===== src/rtl/fifo_sync_flags.sv =====
// Single-clock FIFO with fill count, almost-full/almost-empty thresholds and sticky error flags.
// Define FIFO_SYNC_FWFT_EN for first-word-fall-through reads; otherwise data_out is registered.
module fifo_sync_flags #(
    parameter int unsigned DATA_WIDTH    = 8,
    parameter int unsigned ADDR_BITS     = 4,
    parameter int unsigned AFULL_THRESH  = 2**ADDR_BITS - 2,
    parameter int unsigned AEMPTY_THRESH = 2
) (
    input  logic                  clk_i,
    input  logic                  resetn_i,
    input  logic [DATA_WIDTH-1:0] data_in,
    input  logic                  w_en,
    input  logic                  r_en,
    input  logic                  err_clr,
    output logic [DATA_WIDTH-1:0] data_out,
    output logic                  fifo_empty,
    output logic                  fifo_full,
    output logic                  almost_empty,
    output logic                  almost_full,
    output logic [ADDR_BITS:0]    fill_count,
    output logic                  overflow,
    output logic                  underflow
);

    localparam int unsigned CW    = ADDR_BITS + 1;
    localparam int unsigned DEPTH = 2**ADDR_BITS;
    localparam logic [CW-1:0] DEPTH_C  = CW'(DEPTH);
    localparam logic [CW-1:0] AFULL_C  = CW'(AFULL_THRESH);
    localparam logic [CW-1:0] AEMPTY_C = CW'(AEMPTY_THRESH);

    generate
        if (ADDR_BITS < 1 || AFULL_THRESH == 0 || AFULL_THRESH > DEPTH ||
            AEMPTY_THRESH >= DEPTH) begin : g_bad_params
            $error("fifo_sync_flags: illegal ADDR_BITS/AFULL_THRESH/AEMPTY_THRESH");
        end
    endgenerate

    logic [DATA_WIDTH-1:0] mem [DEPTH];

    logic [CW-1:0] w_ptr_reg, r_ptr_reg;
    logic [CW-1:0] count_reg, count_next;
    logic          empty_reg, full_reg, aempty_reg, afull_reg;
    logic          ovf_reg, udf_reg;
    logic          wr_acc, rd_acc;

    // Acceptance is judged from the registered flags, so at full a read wins
    // and at empty a write wins without extra arbitration.
    assign wr_acc     = w_en && !full_reg;
    assign rd_acc     = r_en && !empty_reg;
    assign count_next = count_reg + CW'(wr_acc) - CW'(rd_acc);

    always_ff @(posedge clk_i or negedge resetn_i) begin
        if (!resetn_i) begin
            w_ptr_reg  <= '0;
            r_ptr_reg  <= '0;
            count_reg  <= '0;
            empty_reg  <= 1'b1;
            full_reg   <= 1'b0;
            aempty_reg <= 1'b1;
            afull_reg  <= 1'b0;
            ovf_reg    <= 1'b0;
            udf_reg    <= 1'b0;
        end else begin
            if (wr_acc)
                w_ptr_reg <= w_ptr_reg + CW'(1);
            if (rd_acc)
                r_ptr_reg <= r_ptr_reg + CW'(1);
            count_reg  <= count_next;
            empty_reg  <= (count_next == '0);
            full_reg   <= (count_next == DEPTH_C);
            aempty_reg <= (count_next <= AEMPTY_C);
            afull_reg  <= (count_next >= AFULL_C);
            // A new error in the same cycle as err_clr stays visible.
            if (w_en && full_reg)
                ovf_reg <= 1'b1;
            else if (err_clr)
                ovf_reg <= 1'b0;
            if (r_en && empty_reg)
                udf_reg <= 1'b1;
            else if (err_clr)
                udf_reg <= 1'b0;
        end
    end

    always_ff @(posedge clk_i) begin
        if (wr_acc)
            mem[w_ptr_reg[ADDR_BITS-1:0]] <= data_in;
    end

`ifdef FIFO_SYNC_FWFT_EN
    assign data_out = empty_reg ? '0 : mem[r_ptr_reg[ADDR_BITS-1:0]];
`else
    logic [DATA_WIDTH-1:0] dout_reg;

    always_ff @(posedge clk_i or negedge resetn_i) begin
        if (!resetn_i)
            dout_reg <= '0;
        else if (rd_acc)
            dout_reg <= mem[r_ptr_reg[ADDR_BITS-1:0]];
    end

    assign data_out = dout_reg;
`endif

    assign fifo_empty   = empty_reg;
    assign fifo_full    = full_reg;
    assign almost_empty = aempty_reg;
    assign almost_full  = afull_reg;
    assign fill_count   = count_reg;
    assign overflow     = ovf_reg;
    assign underflow    = udf_reg;

endmodule


===== config.mk =====
export PLATFORM = sky130hd
export DESIGN_NAME = fifo_sync_flags
export DESIGN_NICKNAME = d
export VERILOG_FILES = /design/src/rtl/fifo_sync_flags.sv
export SDC_FILE = /design/constraint.sdc
export NUM_CORES = 1
export LEC_CHECK = 0
export BUFFER_PORTS_ARGS = -buffer_cell sky130_fd_sc_hd__buf_2
export CORE_ASPECT_RATIO = 1.5
export CORE_MARGIN = 4
export CORE_UTILIZATION = 57
export CTS_BUF_LIST = sky130_fd_sc_hd__clkbuf_8
export DETAILED_ROUTE_END_ITERATION = 8
export GPL_ROUTABILITY_DRIVEN = 0
export PLACE_DENSITY = 0.87
export SYNTH_ARGS = -nofsm -noshare
export SYNTH_HDL_FRONTEND = slang
export SYNTH_SLANG_ARGS = --single-unit

===== constraint.sdc =====
create_clock -name clk_i -period 2.5 [get_ports clk_i]
set_input_delay 0 -clock clk_i [delete_from_list [all_inputs] [get_ports clk_i]]
set_output_delay 0 -clock clk_i [all_outputs]
set_load 0.03 [all_outputs]

==> results.toml, run 1 <==
[sta]
fin_crit_sh_pct = 97.25
fmax_mhz = 411.3
fin_ws_ns = 0.06863
worst_slew_pin_slew_ns = 0.7426
drv_slew = 0
max_slew_margin_pct = 50.49
period_needed_ns = 2.431
rsz0062_at_grt = "yes"
setup-violations-final = 0
fin_worst_skew_ns = 0.01136
hold_violations = 0
fin_setup_tns_ns = 0

[cells_and_area]
layout.nets = 479
layout_common_cells = "edfxtp_1, mux2i_1, nand2_1"
diodes = 0
largest_reg_flops = 128
layout-drive-gt1-share_pct = 19.02
final_common_cell = "edfxtp_1"
synthToLayoutAreaGrowth_pct = 14.52
final_util_pct = 67.84
fin_area_um2 = 7262

[synth]
synth_area_leaders = "edfxtp_1, mux2i_1, dfrtp_1"
syn_area_um2 = 6341
post-synth-top-area-cell = "edfxtp_1"
syn_inst = 400
yosysWarnings = 0
ys_types = 37
synth_top_area_share_pct = 60.62
syn_area_per_cell_um2 = 15.85
ys_ff_latch = 155
yosysSeqAreaShare_pct = 71.31
synth_nets = 424

[detailed_routing]
finalWirelength_um = 12870
post_drt_via_cell_ratio = 5.856
drtPass1Iterations = 5
vias = 3584
drc_errors = 0
drtAntennaViolNets = 0
first_iter_violations = 306
wl_per_cell_um = 21.03

[placement]
placed_cell_area_um2 = 6614
dp.final_hpwl_um = 8214
post-place-ws_ns = 0.03189
numPortBuffers = 31

[clocking]
numCtsBuffers = 17
clk_latency_ns = 0.45
cts.path.max_buffers = 2
cts.clk_slew.worst_paths_ns = 0.08
htree_levels = 4
clock-sinks = 155
cts_tree = "built"
root_buffer = "clkbuf_8"

[global_route]
grt_overflow = 0
antenna_found_initial = 0
grt_max_degree = 30
grt_pass1_wl_um = 19750
grt_use_total_pct = 21.53
grt_pass1_vias = 3740

[critical_path]
worst_r2r_endpoint = "fifo_full"
cp-startpoint = "fifo_empty"
setup.worst_path.class = "flop to flop"
start_kind = "flop"
worst-r2r-setup-slack_ns = 0.07
end_kind = "flop"
endpoint = "fifo_full"
reg2reg_from = "fifo_empty"
worstRegToRegCells = 10
cp.required_ns = 2.86
path_max_fanout = 5
cp.arrival_ns = 2.79

[floorplan]
io_pins = 32
fp.dieH_um = 137.2
die_w_um = 94.12
dieArea_um2 = 12910
floorplan.initialDensity_pct = 59.23
coreArea_um2 = 10710
row_count = 46

[pwr]
power_mw = 8.890
power-per-cell-area_nw_per_um2 = 1224
ir_drop_mv = 1.277
leakage_nw = 2.734

[outcome]
status = "finished, final reports clean"

[flow_run]
maxCapViolCount = 0

[min_path]
min_path_type = "input pin to async pin"
per-stage QoR:
step	cells	hold slack (ns)
5_1_grt	612	0.1710
3_3_place_gp	565	0.05003
6_report	612	0.1124
3_5_place_dp	565	0.06770
2_1_floorplan	400	-0.2956
4_1_cts	610	0.1039
final cells by class:
type	count	area, um^2
repair buffers	54	372.9
fillers	672	3443
well taps	144	180.2
flip-flops and latches	155	4527
inverters	11	46.29
clock inverters	13	209.0
multi-input cells	216	1665
clock buffers	19	261.5
how the worst min path moves through the flow:
stage / cells after the start / from / end / slack, ns
after CTS: 2 / resetn_i / almost_full / 0.10
after global placement: 1 / resetn_i / fill_count[2] / 0.05
after global routing: 2 / resetn_i / fill_count[2] / 0.17
after floorplan: 0 / resetn_i / almost_full / -0.30
final: 2 / resetn_i / fill_count[4] / 0.11
after detailed placement: 1 / resetn_i / almost_full / 0.07
critical path: stages, from the launching register on:
cell and delay [ns]:
dfstp_2 0.53, nand2b_4 0.13, inv_4 0.04, ha_4 0.26
inv_4 0.04, ha_4 0.16, fa_2 0.40, a21o_1 0.20
a21oi_2 0.16, xnor2_2 0.19, nor4b_2 0.24
cells by family after synthesis:
logic type / count (synthesis) / synth area share, %
buf+inv: 29 / 3.019
fa+ha+maj: 11 / 2.289
compound gates: 41 / 4.282
mux: 64 / 10.10
xor+xnor: 10 / 1.618
flops: 155 / 71.31
simple gates: 90 / 7.380
power breakdown:
group          switching (mW)  internal (mW)  total, mW
clock                   0.840           1.32       2.16
sequential              0.321           3.26       3.58
combinational            1.92           1.23       3.15
what timing repair did:
action	in CTS	in global routing
hold endpoints to repair	159	0
gates resized for setup	0	9
hold buffers	13	0
setup buffers	0	2
endpoints found under the setup margin	0	4
routing by layer:
layer | global-route usage, % | share of wire (%) | vias up
met2 | 38.17 | 55 | 166
met5 | 0 | 0 | -
met1 | 22.96 | 35 | 1777
li1 | - | - | 1599
met4 | 11.16 | 3.9 | 0
met3 | 6.339 | 6.6 | 42
synthesized netlist by cell type:
| cell type | number |
|---|---|
| dfstp_2 | 2 |
| a21o_1 | 2 |
| nor4_2 | 1 |
| a22oi_1 | 16 |
| nand2_1 | 33 |
| and2_1 | 17 |
| buf_4 | 4 |
| mux2i_1 | 64 |
| nand4_1 | 1 |
| or2_2 | 1 |
| nand3b_1 | 1 |
| xor2_1 | 1 |
| a21oi_2 | 2 |
| nor2_1 | 2 |
| nor2b_1 | 3 |
| clkbuf_1 | 1 |
| fa_1 | 1 |
| a31o_1 | 1 |
| xnor2_2 | 2 |
| inv_1 | 11 |
| a2111oi_2 | 1 |
| nand2b_1 | 1 |
| buf_12 | 3 |
| buf_6 | 1 |
| nor4b_2 | 1 |
| xnor2_1 | 7 |
| and3_1 | 1 |
| ha_1 | 10 |
| edfxtp_1 | 128 |
| nand3_1 | 25 |
| nor3_1 | 1 |
| or3b_1 | 1 |
| a21oi_1 | 16 |
| nor3b_2 | 1 |
| dfrtp_1 | 25 |
| buf_2 | 9 |
| o21ai_0 | 3 |
No activity file was read; power rests on OpenSTA's default activity.
==> run 2: changes to the inputs <==
CORE_ASPECT_RATIO = 0.8   (was 1.5)
==> run 2 against run 1 <==
Sequential cell count unchanged. Utilization down 1.8 points. Design area down 0.96%. Worst setup slack worse by 0.017 ns. Power down 4.4%. Critical path depth unchanged. Maximum frequency down 0.69%. Highest routed layer is now met5.
==> results.toml, run 2 (same netlist as run 1, synthesis figures left out) <==
[placement]
numPortBuffers = 31
dp.cells = 566
post-place-ws_ns = -0.01354
dp.final_hpwl_um = 8094

[floorplan]
floorplan.initialDensity_pct = 58.23
dieArea_um2 = 12890
fp.dieH_um = 102.3
die_w_um = 125.9
row_count = 34
io_pins = 32
coreArea_um2 = 10890

[sta]
fin_worst_skew_ns = 0.01045
setup-violations-final = 0
rsz0062_at_grt = "yes"
max_slew_margin_pct = 52.35
drv_slew = 0
period_needed_ns = 2.448
hold_violations = 0
worst_slew_pin_slew_ns = 0.7148
fmax_mhz = 408.5
fin_crit_sh_pct = 97.93
fin_ws_ns = 0.05177

[clocking]
clk_latency_ns = 0.43
root_buffer = "clkbuf_8"
numCtsBuffers = 17
cts.path.max_buffers = 2
htree_levels = 4
cts.clk_slew.worst_paths_ns = 0.08
clock-sinks = 155
cts_tree = "built"

[critical_path]
cp.required_ns = 2.84
cp.arrival_ns = 2.79
setup.worst_path.class = "flop to flop"
worst-r2r-setup-slack_ns = 0.05
path_max_fanout = 5
start_kind = "flop"
end_kind = "flop"

[cells_and_area]
largest_reg_flops = 128
layout-drive-gt1-share_pct = 19.49
instances_no_fill = 616
layout_common_cells = "edfxtp_1, mux2i_1, nand2_1"
layout.nets = 483
synthToLayoutAreaGrowth_pct = 13.42
final_common_cell = "edfxtp_1"
diodes = 0

[detailed_routing]
first_iter_violations = 320
vias = 3501
wl_per_cell_um = 20.39
finalWirelength_um = 12560
wl_met2_um = 6484
met1_length_um = 5083
post_drt_via_cell_ratio = 5.683
wl_met3_um = 818
maxUsedRoutingLayer = "met5"
drc_errors = 0
drtAntennaViolNets = 0
drtPass1Iterations = 5

[outcome]
status = "finished, final reports clean"

[global_route]
grt_use_total_pct = 20.20
grt_overflow = 0
grt_pass1_vias = 3594
grt_max_degree = 29
antenna_found_initial = 1
grt_pass1_wl_um = 19230

[pwr]
power-per-cell-area_nw_per_um2 = 1181
ir_drop_mv = 0.6065
leakage_nw = 2.713
power_mw = 8.496

[flow_run]
maxCapViolCount = 0

[min_path]
min_path_type = "input pin to async pin"
run 2: repair_timing:
action,in CTS,in global routing
setup endpoints to repair,1,4
gates resized for setup,2,7
buffers inserted,0,5
gates cloned,0,0
pin swaps,2,5
hold buffers,13,0
endpoints found under the hold margin,159,0
run 2: stage by stage:
step                      hold WS (ns)   TNS, ns  util [%]  area [um^2]
after floorplan                -0.2956         0         -         6352
after global placement         0.04545         0     60.80         6621
after detailed placement       0.04875  -0.01354     60.80         6621
after CTS                       0.1140         0     65.36         7118
after global routing            0.1511   -0.1269     66.04         7192
final                           0.1129         0     66.04         7192
run 2: cell type report:
| type | instances | area, um^2 |
|---|---|---|
| multi-input cells | 216 | 1674 |
| inverters | 11 | 43.79 |
| well taps | 144 | 180.2 |
| flip-flops and latches | 155 | 4527 |
| repair buffers | 58 | 402.9 |
| fillers | 743 | 3699 |
| clock inverters | 14 | 116.4 |
| clock buffers | 18 | 247.7 |
run 2: critical path: stages (launching register included):
cell and delay (ns):
dfstp_2 0.54, nand2b_4 0.14, inv_4 0.05, ha_4 0.25, inv_2 0.04, ha_4 0.16, fa_2 0.36, a21o_1 0.20
a21oi_2 0.18, xnor2_2 0.19, nor4b_4 0.24
run 2: final timing paths:
kind | start | depth (start not counted) | end
worst max-delay path | fifo_empty | 10 | fifo_full
worst min-delay path | resetn_i | 2 | fill_count[4]
worst max register to register | fifo_empty | 10 | fifo_full
worst min register to register | data_out[3] | 2 | data_out[3]
max in group asynchronous | resetn_i | 2 | r_ptr_reg[1]
min in group clk_i | err_clr | 3 | overflow
run 2: per-layer routing:
layer / up-vias / GRT usage (%)
met3: 18 / 6.374
met1: 1765 / 25.27
met2: 102 / 35.02
met4: 2 / 4.864
li1: 1614 / -
met5: - / 0
run 2: report_power, final:
group	total, mW	internal (mW)	switching (mW)
Sequential	3.57	3.25	0.311
Clock	1.73	0.884	0.846
Combinational	3.20	1.27	1.93
Total	8.50	5.41	3.09
==> run 3: changes to the inputs <==
SETUP_SLACK_MARGIN = 0.1   (was not set)
==> run 3 against run 2 <==
Clock skew grew 0.0028 ns. Critical endpoint unchanged. Via count rose by 3.9%. Hold slack lost 0.0051 ns. Power grew 2.3%. Non-clock buffer count shrank 5. Die area did not move. Largest cell class unchanged.
==> results.toml, run 3 (same netlist as run 1, synthesis figures left out) <==
[floorplan]
row_count = 34
floorplan.initialDensity_pct = 58.23
dieArea_um2 = 12890
die_w_um = 125.9
io_pins = 32
coreArea_um2 = 10890
fp.dieH_um = 102.3

[sta]
rsz0062_at_grt = "yes"
fmax_mhz = 423.8
max_slew_margin_pct = 55.05
fin_crit_sh_pct = 94.38
fin_setup_tns_ns = 0
fin_worst_skew_ns = 0.01326
drv_slew = 0
setup-violations-final = 0
hold_violations = 0
period_needed_ns = 2.360
worst_slew_pin_slew_ns = 0.6742

[flow_run]
maxCapViolCount = 0

[cells_and_area]
largest_reg_flops = 128
layout.nets = 478
layout_common_cells = "edfxtp_1, mux2i_1, nand2_1"
fin_area_um2 = 7197
synthToLayoutAreaGrowth_pct = 13.50
final_common_cell = "edfxtp_1"
fillCellCount = 723
layout-drive-gt1-share_pct = 19.70
diodes = 0

[placement]
numPortBuffers = 31
dp.final_hpwl_um = 8238
placed_cell_area_um2 = 6634

[global_route]
grt_overflow = 0
grt_pass1_wl_um = 20070
antenna_found_initial = 0
grt_use_total_pct = 21.16
grt_pass1_vias = 3666
grt_max_degree = 34

[critical_path]
start_kind = "flop"
setup.worst_path.class = "flop to flop"
cp-startpoint = "fifo_empty"
worstRegToRegCells = 10
path_max_fanout = 5
end_kind = "flop"
cp.required_ns = 2.84
cp.arrival_ns = 2.70
reg2reg_from = "fifo_empty"

[clocking]
cts.path.max_buffers = 2
root_buffer = "clkbuf_8"
numCtsBuffers = 17
cts_tree = "built"
clk_latency_ns = 0.44
cts.clk_slew.worst_paths_ns = 0.09
clock-sinks = 155
htree_levels = 4

[min_path]
min_path_type = "input pin to async pin"

[detailed_routing]
drtPass1Iterations = 5
finalWirelength_um = 13120
drtAntennaViolNets = 0
post_drt_via_cell_ratio = 5.953
drc_errors = 0
vias = 3637
wl_per_cell_um = 21.48
first_iter_violations = 402

[pwr]
power-per-cell-area_nw_per_um2 = 1207
leakage_nw = 2.691
ir_drop_mv = 0.6272

[outcome]
status = "finished, final reports clean"
run 3: worst paths after layout:
check | endpoint | slack [ns]
min in group clk_i | overflow | 0.30
setup / recovery | fifo_full | 0.14
max in group asynchronous | r_ptr_reg[1] | 1.92
setup reg to reg | fifo_full | 0.14
hold / removal | r_ptr_reg[1] | 0.11
hold reg to reg | data_out[4] | 0.49
run 3: report_power, final:
part	internal (mW)	switching, mW	total, mW
clock network	0.999	0.893	1.89
logic	1.25	1.95	3.21
registers	3.25	0.338	3.59
run 3: worst max-delay path: stages, from the launching register on:
cell and delay [ns]:
dfstp_2 0.54, nand2b_4 0.13, inv_4 0.05, ha_4 0.25
inv_2 0.04, ha_4 0.15, fa_2 0.33, a21o_1 0.17
a21oi_2 0.16, xnor2_2 0.19, nor4b_4 0.26
run 3: cell type report:
class,count,area [um^2],area share (%)
clock buffer,18,247.7,3.442
clock inverter,14,151.4,2.104
inverter,11,43.79,0.6085
multi-input combinational,216,1682,23.37
sequential,155,4527,62.90
tap,144,180.2,2.503
timing repair buffer,53,365.4,5.076
run 3: per-stage QoR:
step	hold WS (ns)	setup WS, ns	std cells	power (mW)	utilization, %
2_1_floorplan	-0.2956	0.06229	400	5.938	-
3_3_place_gp	0.04463	0.1451	564	6.532	60.91
3_5_place_dp	0.06096	0.05023	564	6.683	60.91
4_1_cts	0.1177	0.1029	611	8.601	65.91
5_1_grt	0.1417	0.03210	611	9.086	66.08
6_report	0.1078	0.1404	611	8.688	66.08
run 3: layer usage:
layer	GRT usage (%)	routed length, um
met1	28.20	5429
met2	35.84	6569
met3	4.441	926
met4	6.265	197
met5	0	0
run 3: timing repair:
item | in CTS | in global routing
pin swaps | 4 | 2
hold buffers | 13 | 0
gates resized for setup | 0 | 4
hold endpoints to repair | 158 | 0
buffers inserted | 2 | 0
endpoints found under the setup margin | 2 | 4
